### config.mk
export PLATFORM = sky130hd
export DESIGN_NAME = mandelbrot_iter
export DESIGN_NICKNAME = d
export VERILOG_FILES = /design/src/rtl/mandelbrot_iter.sv
export SDC_FILE = /design/constraint.sdc
export NUM_CORES = 2
export LEC_CHECK = 0
export ABC_CLOCK_PERIOD_IN_PS = 10900
export BUFFER_PORTS_ARGS = -buffer_cell sky130_fd_sc_hd__buf_4
export CAP_MARGIN = 20
export CORE_ASPECT_RATIO = 0.6
export CORE_MARGIN = 1
export CORE_UTILIZATION = 50
export DETAILED_ROUTE_END_ITERATION = 16
export PLACE_DENSITY = 0.69
export SLEW_MARGIN = 15
export SYNTH_ARGS = -nofsm -noshare
export SYNTH_HDL_FRONTEND = slang
export SYNTH_SLANG_ARGS = --single-unit
### constraint.sdc
create_clock -name clk -period 10.9 [get_ports clk]
set_clock_uncertainty 0.1 [all_clocks]
set_input_delay 2.18 -clock clk [delete_from_list [all_inputs] [get_ports clk]]
set_output_delay 2.18 -clock clk [all_outputs]
set_load 0.01 [all_outputs]
### src/rtl/mandelbrot_iter.sv
// Mandelbrot iteration engine: iterates Z <- Z^2 + C from Z = 0, one step per
// clock, and reports whether |Z|^2 exceeded 4 and at which iteration index.
module mandelbrot_iter #(
  parameter int WIDTH    = 16,
  parameter int FRAC     = 13,
  parameter int MAX_ITER = 32,
  parameter int ITER_W   = $clog2(MAX_ITER + 1)
) (
  input  logic                    clk,
  input  logic                    rst,
  input  logic                    i_start,
  input  logic signed [WIDTH-1:0] i_cr,
  input  logic signed [WIDTH-1:0] i_ci,
  output logic                    o_busy,
  output logic                    o_done,
  output logic                    o_unbounded,
  output logic [ITER_W-1:0]       o_iter
);

  localparam int PW    = 2 * WIDTH;          // full product width
  localparam int ESC_W = 2 * WIDTH - FRAC + 1; // escape sum width, cannot overflow
  localparam int SW    = 2 * WIDTH + 2;      // headroom for the update sums

  localparam logic signed [ESC_W-1:0] ESC_LIMIT = ESC_W'(4 << FRAC);
  localparam logic signed [SW-1:0]    SAT_MAX   = SW'((2 ** (WIDTH - 1)) - 1);
  localparam logic signed [SW-1:0]    SAT_MIN   = -SAT_MAX - SW'(1);
  localparam logic [ITER_W-1:0]       ITER_MAX  = ITER_W'(MAX_ITER);

  typedef enum logic [1:0] {
    IDLE,
    ITER,
    DONE
  } state_t;

  state_t state, state_nxt;

  logic signed [WIDTH-1:0] zr, zi, cr, ci;
  logic [ITER_W-1:0]       n;
  logic                    unbounded_r;
  logic [ITER_W-1:0]       iter_r;

  logic signed [PW-1:0]    prod_rr, prod_ii, prod_ri;
  logic signed [PW-1:0]    sq_r, sq_i, two_ri;
  logic signed [ESC_W-1:0] esc_sum;
  logic                    escape;
  logic                    at_limit;
  logic signed [SW-1:0]    zr_wide, zi_wide;
  logic signed [WIDTH-1:0] zr_nxt, zi_nxt;

  function automatic logic signed [WIDTH-1:0] sat(input logic signed [SW-1:0] v);
    logic signed [SW-1:0] c;
    if (v > SAT_MAX)      c = SAT_MAX;
    else if (v < SAT_MIN) c = SAT_MIN;
    else                  c = v;
    return c[WIDTH-1:0];
  endfunction

  // Squaring datapath, escape test and saturated next-Z.
  always_comb begin
    prod_rr  = PW'(zr) * PW'(zr);
    prod_ii  = PW'(zi) * PW'(zi);
    prod_ri  = PW'(zr) * PW'(zi);
    sq_r     = prod_rr >>> FRAC;
    sq_i     = prod_ii >>> FRAC;
    two_ri   = prod_ri >>> (FRAC - 1);
    esc_sum  = ESC_W'(sq_r) + ESC_W'(sq_i);
    escape   = (esc_sum > ESC_LIMIT);
    at_limit = (n == ITER_MAX);
    zr_wide  = SW'(sq_r) - SW'(sq_i) + SW'(cr);
    zi_wide  = SW'(two_ri) + SW'(ci);
    zr_nxt   = sat(zr_wide);
    zi_nxt   = sat(zi_wide);
  end

  // State register.
  always_ff @(posedge clk or posedge rst) begin
    if (rst) state <= IDLE;
    else     state <= state_nxt;
  end

  // Next-state logic and status outputs.
  always_comb begin
    state_nxt = state;
    o_busy    = 1'b0;
    o_done    = 1'b0;
    unique case (state)
      IDLE: if (i_start) state_nxt = ITER;
      ITER: begin
        o_busy = 1'b1;
        if (escape || at_limit) state_nxt = DONE;
      end
      DONE: begin
        o_done    = 1'b1;
        state_nxt = IDLE;
      end
      default: state_nxt = IDLE;
    endcase
  end

  // Iteration datapath and held results.
  always_ff @(posedge clk or posedge rst) begin
    if (rst) begin
      zr          <= '0;
      zi          <= '0;
      cr          <= '0;
      ci          <= '0;
      n           <= '0;
      unbounded_r <= 1'b0;
      iter_r      <= '0;
    end else begin
      case (state)
        IDLE: begin
          if (i_start) begin
            cr          <= i_cr;
            ci          <= i_ci;
            zr          <= '0;
            zi          <= '0;
            n           <= '0;
            unbounded_r <= 1'b0;
            iter_r      <= '0;
          end
        end
        ITER: begin
          if (escape) begin
            unbounded_r <= 1'b1;
            iter_r      <= n;
          end else if (at_limit) begin
            unbounded_r <= 1'b0;
            iter_r      <= ITER_MAX;
          end else begin
            zr <= zr_nxt;
            zi <= zi_nxt;
            n  <= n + 1'b1;
          end
        end
        default: ;
      endcase
    end
  end

  assign o_unbounded = unbounded_r;
  assign o_iter      = iter_r;

endmodule

* Word-level counts from Yosys, hierarchy flattened
Cells that the tools add are included.
** Cells by class
- Add/sub/neg operators :: 5
- Mux-type cells :: 27
- Multiply operators :: 3
- Reductions and logical operators :: 7
- $lt $le $gt $ge :: 5
- Eq/ne operators :: 8
** Operator list (count)
- 2-to-1 mux 16 bit :: 9
- multiplier 16 x 16 -> 32 bit :: 3
- one-hot mux 16 bit (2 select lines) :: 2
- adder 20 x 16 -> 21 bit :: 2
- > comparator 21 x 16 -> 1 bit (second input constant) :: 2
- < comparator 21 x 16 -> 1 bit (second input constant) :: 2
- 2-to-1 mux 6 bit :: 5
- one-hot mux 6 bit (2 select lines) :: 2
- adder 19 x 19 -> 20 bit :: 1
- > comparator 20 x 17 -> 1 bit (second input constant) :: 1
- subtractor 19 x 19 -> 20 bit :: 1
- inequality test 2 bit (second input constant) :: 4
- adder 6 x 1 -> 6 bit (second input constant) :: 1
- == test 6 bit (second input constant) :: 1
- 2-to-1 mux 1 bit :: 5
- 2-to-1 mux 2 bit :: 2
- one-hot mux 2 bit (2 select lines) :: 1
- AND reduction 2 bit :: 2
- AND reduction 4 bit :: 1
- inequality test 3 bit (second input constant) :: 1
- AND reduction 3 bit :: 1
- == test 2 x 1 -> 1 bit (second input constant) :: 1
- == test 2 bit (second input constant) :: 1
- logical NOT 2 bit :: 1
- other kinds (3) :: 3
** Word-level totals
- Flip-flop bits (word level) :: 79
- Output and inout bits :: 9

* Depth between registers and ports, before layout
- Word-level depth :: 9
- Depth in mapped cells :: 49
- Mapped depth without buffers :: 45

* Least setup slack after synthesis
No wires, ideal clock.
- Kind :: register to register
- Start point :: register zr[1]
- End point :: register zr[11]
- Cell stages (with the launch flop) :: 48
- Data required time :: 10.716 ns
- Data arrival time :: 9.741 ns
- Library setup time :: 0.084 ns
- Slack :: 0.976 ns
- Clock period less this slack :: 9.924 ns
- Cell sequence :: dfrtp_1 -> inv_1 -> clkbuf_1 -> nor2_1 -> fa_1 -> inv_1 -> fa_1 -> inv_1 -> fa_1 -> inv_1 -> fa_1 -> inv_1 -> fa_1 -> inv_1 -> fa_1 -> inv_1 -> ha_1 -> a21o_1 -> [12 not listed] -> fa_1 -> inv_1 -> ha_1 -> o21a_1 -> o21ai_0 -> nand2b_1 -> a21oi_1 -> a41o_1 -> o31ai_1 -> a21oi_1 -> xnor2_1 -> nand2_1 -> or4b_2 -> o21bai_1 -> clkbuf_1 -> a31o_2 -> nand3_1 -> o21ai_0
** On the way
- Longest elaborated chain between the ends :: 9
** Ends and longest elaborated chain
- start: declaration :: line 37 : logic signed [WIDTH-1:0] zr, zi, cr, ci;
- start signal: assignment :: line 131 : zr <= zr_nxt;
- multiplier 16 x 16 -> 32 bit (*) :: line 60 : prod_rr = PW'(zr) * PW'(zr);
- subtractor 19 x 19 -> 20 bit :: line 69 : zr_wide = SW'(sq_r) - SW'(sq_i) + SW'(cr);
- adder 20 x 16 -> 21 bit :: line 69
- < comparator 21 x 16 -> 1 bit :: line 53 : else if (v < SAT_MIN) c = SAT_MIN;
- 2-to-1 mux 16 bit :: line 53
- 2-to-1 mux 16 bit :: line 52 : if (v > SAT_MAX) c = SAT_MAX;
- 2-to-1 mux 16 bit :: line 127 : end else if (at_limit) begin
- 2-to-1 mux 16 bit :: line 124 : if (escape) begin
- one-hot mux 16 bit (2 select lines) :: line 111 : case (state)
Every way passes the cells marked *; elsewhere a longest branch is shown, timed or not. The select of a mux whose other input is x is not followed.
A chain may end at the register's enable or synchronous reset.

* Final worst setup path
- Start point :: register zi[4]
- End point :: register zi[0]
** On the way
- Longest elaborated chain between the ends :: 8
** Ends and longest elaborated chain
- start: declaration :: line 37
- start signal: assignment :: line 132 : zi <= zi_nxt;
- multiplier 16 x 16 -> 32 bit :: line 62 : prod_ri = PW'(zr) * PW'(zi);
- adder 20 x 16 -> 21 bit :: line 70 : zi_wide = SW'(two_ri) + SW'(ci);
- < comparator 21 x 16 -> 1 bit :: line 53
- 2-to-1 mux 16 bit :: line 53
- 2-to-1 mux 16 bit :: line 52
- 2-to-1 mux 16 bit :: line 127
- 2-to-1 mux 16 bit :: line 124
- one-hot mux 16 bit (2 select lines) :: line 111
Several ways; a longest one is shown, not always the timed one. The select of a mux whose other input is x is not followed.

==> reports/metrics.cfg <==
[outcome]
status=completed

[detailed_routing]
drt_iter0_drc=2153
drt-pass1-iter-count=5
viasPerCell=5.24
drt_wl_total_um=85200
drt.antenna.violating_nets=0
wire_per_inst_um=18.1
drc=0
vias=24700

[setup_path]
cpPeakStageDelay_ps=720
crit_top_cell=fa_1
crit_end=zi[0]
ff2ff_path_depth=40
crit_family=compound AO/OA/AOI/OAI gates
startpoint=zi[4]
r2r_start=zi[4]
startpoint_type=flip-flop
critPathRequiredTime_ps=11050
r2r_slack_ps=490
arrival_ps=10570
worst-path-buf-inv=9
cp_max_fo=19
worstSetupEndpointType=flip-flop
cp.depth=40
critical-path-slowest-cell=dfrtp_1
r2r_end=zi[0]
crit_type=flip-flop to flip-flop

[sta]
hold_viol=0
setup_viol=0
max_freq_mhz=96.0
drv_slew=0
max_slew_margin_pct=37.1
period_share_pct=95.5
totalNegativeSetupSlack_ps=0
min_period_ps=10410
worst_pin_slew_ps=938

[clock_network]
cts_root_buf=clkbuf_16
cts_buffer_depth=2
ctsHoldBuffers=0
htreeDepth=3
cts.reportedPaths.clkPinSlew_ps=70
cts_sinks=79
cts_tree=built
numCtsBuffers=9
clk_latency_ps=380

[floorplan]
rows=73
die_h_um=202
coreArea_um2=66200
initial_core_util_pct=50.6
pin_count=44
fp.dieW_um=336
die_area_um2=68100

[yosys]
ys_types=87
syn-num-nets=4894
syn_inst=3792
yosysTopAreaCellShare_pct=45.0
ys_warn_count=0
synth_enable_flop_cells=0
yosysMostFrequentCell=inv_1
synth_area_um2=33500
ys_seq_area_share_pct=5.90
async_reset_ff_share_pct=100
synth_seq_cells=79
synth_area_leaders=fa_1, inv_1, ha_1
syn_avg_cell_area_um2=8.83
yosys-top-cells-count=inv_1, fa_1, nand2_1
yosys.area.top_type=fa_1
synthFlopType=dfrtp_1

[cells_and_area]
num_antenna_cells=0
fillers=6123
multi_input_area_um2=27100
seq_area_um2=1990
areaGrowthSynthToFinish_pct=6.03
finish.instance_area_um2=35500
fin_util_pct=53.6
drive_gt1_share_pct=5.44
nets=4904

[min_path]
min_from=o_unbounded
hold_path_class=flip-flop to flip-flop

[placement]
placed_area_um2=35100
gp_congestion=0.949
dp_hpwl_um=71300
port-buffer-count=43

[global_route]
grt_usage_pct=26.7
grt_pass1_vias=25100
grt_antenna_before_repair=1
grt_max_degree=52
grt_pass1_wl_um=139000
gr-total-overflow=0

[run]
drv_cap=0

worst reg2reg max path: cells and delay by family (launching register included):
| kind | cells | cell delay (ps) |
|---|---|---|
| AND/OR/NAND/NOR | 9 | 1410 |
| buffers and inverters | 9 | 1210 |
| flip-flops | 1 | 720 |
| adder cells (fa/ha/maj) | 8 | 3270 |
| multiplexers | 1 | 140 |
| AO/OA/AOI/OAI | 13 | 3450 |
per-layer routing:
| metal | GRT usage [%] | wire length, µm |
|---|---|---|
| met1 | 41.7 | 39200 |
| met2 | 37.2 | 34900 |
| met3 | 7.72 | 10200 |
| met4 | 3.18 | 890 |
| met5 | 0 | 0 |
flip-flops by register name, indices dropped and copies added (netlist names):
signal / count
ci: 16
cr: 16
n: 6
o_iter: 6
o_unbounded: 1
state: 2
zi: 16
zr: 16
final cells by class:
class	instances	area share (%)
multi-input cells	2523	76.3
inverters	1055	11.2
flip-flops and latches	79	5.59
well taps	900	3.17
repair buffers	134	2.94
clock buffers	9	0.634
clock inverters	7	0.222
layout by cell type, fill, tap and decap left out, types with 8 or more instances in the layout:
| cell type | synthesis | routed |
|---|---|---|
| fa_1 | 753 | 753 |
| a211oi_1 | 13 | 12 |
| and3_1 | 8 | 8 |
| a31oi_1 | 14 | 12 |
| nand3_1 | 30 | 30 |
| a21o_1 | 39 | 39 |
| o211ai_1 | 13 | 13 |
| o21a_1 | 25 | 24 |
| nor3_1 | 30 | 30 |
| ha_1 | 314 | 314 |
| o21ai_1 | 13 | 12 |
| clkbuf_16 | 0 | 9 |
| and2_1 | 113 | 111 |
| a21oi_1 | 116 | 114 |
| nor2b_1 | 18 | 18 |
| or3_1 | 9 | 9 |
| nand4_1 | 22 | 22 |
| mux2i_1 | 10 | 10 |
| xnor2_1 | 98 | 98 |
| inv_1 | 1051 | 1049 |
| xor2_1 | 27 | 27 |
| nor2_1 | 220 | 218 |
| o21ai_0 | 63 | 63 |
| buf_4 | 2 | 131 |
| nand2_1 | 426 | 425 |
| nand2b_1 | 26 | 26 |
| dfrtp_1 | 79 | 72 |
| o21bai_1 | 19 | 18 |
through the flow:
stage | hold slack (ps) | cells | setup slack, ps
final | 386 | 4707 | 485
after detailed placement | 367 | 4687 | 238
after CTS | 390 | 4703 | 154
after floorplan | 352 | 3792 | 976
after global placement | 375 | 4687 | 299
after global routing | 425 | 4707 | -25.9
worst min-delay path by stage:
| stage | end | cells past startpoint |
|---|---|---|
| floorplan | ci[0] | 2 |
| global placement | o_unbounded | 1 |
| detailed placement | o_unbounded | 1 |
| CTS | o_unbounded | 1 |
| global route | o_unbounded | 1 |
| finish | o_unbounded | 1 |
cells by family after synthesis:
group,after synthesis,share of synthesized area [%]
flip-flops,79,5.90
buffers and inverters,1190,13.4
adder cells (fa/ha/maj),1067,56.7
XOR/XNOR,126,3.32
AND/OR/NAND/NOR,931,12.5
AO/OA/AOI/OAI,381,7.51
multiplexers,18,0.568
what timing repair did:
action / in CTS / in global routing
hold endpoints to repair: 0 / 0
setup endpoints to repair: 0 / 46
setup buffers: 0 / 4
gates resized for setup: 0 / 23
Power is left out: the tool's default activity adds up to more than one toggle a clock period on the data nets, which glitch-free logic cannot reach.
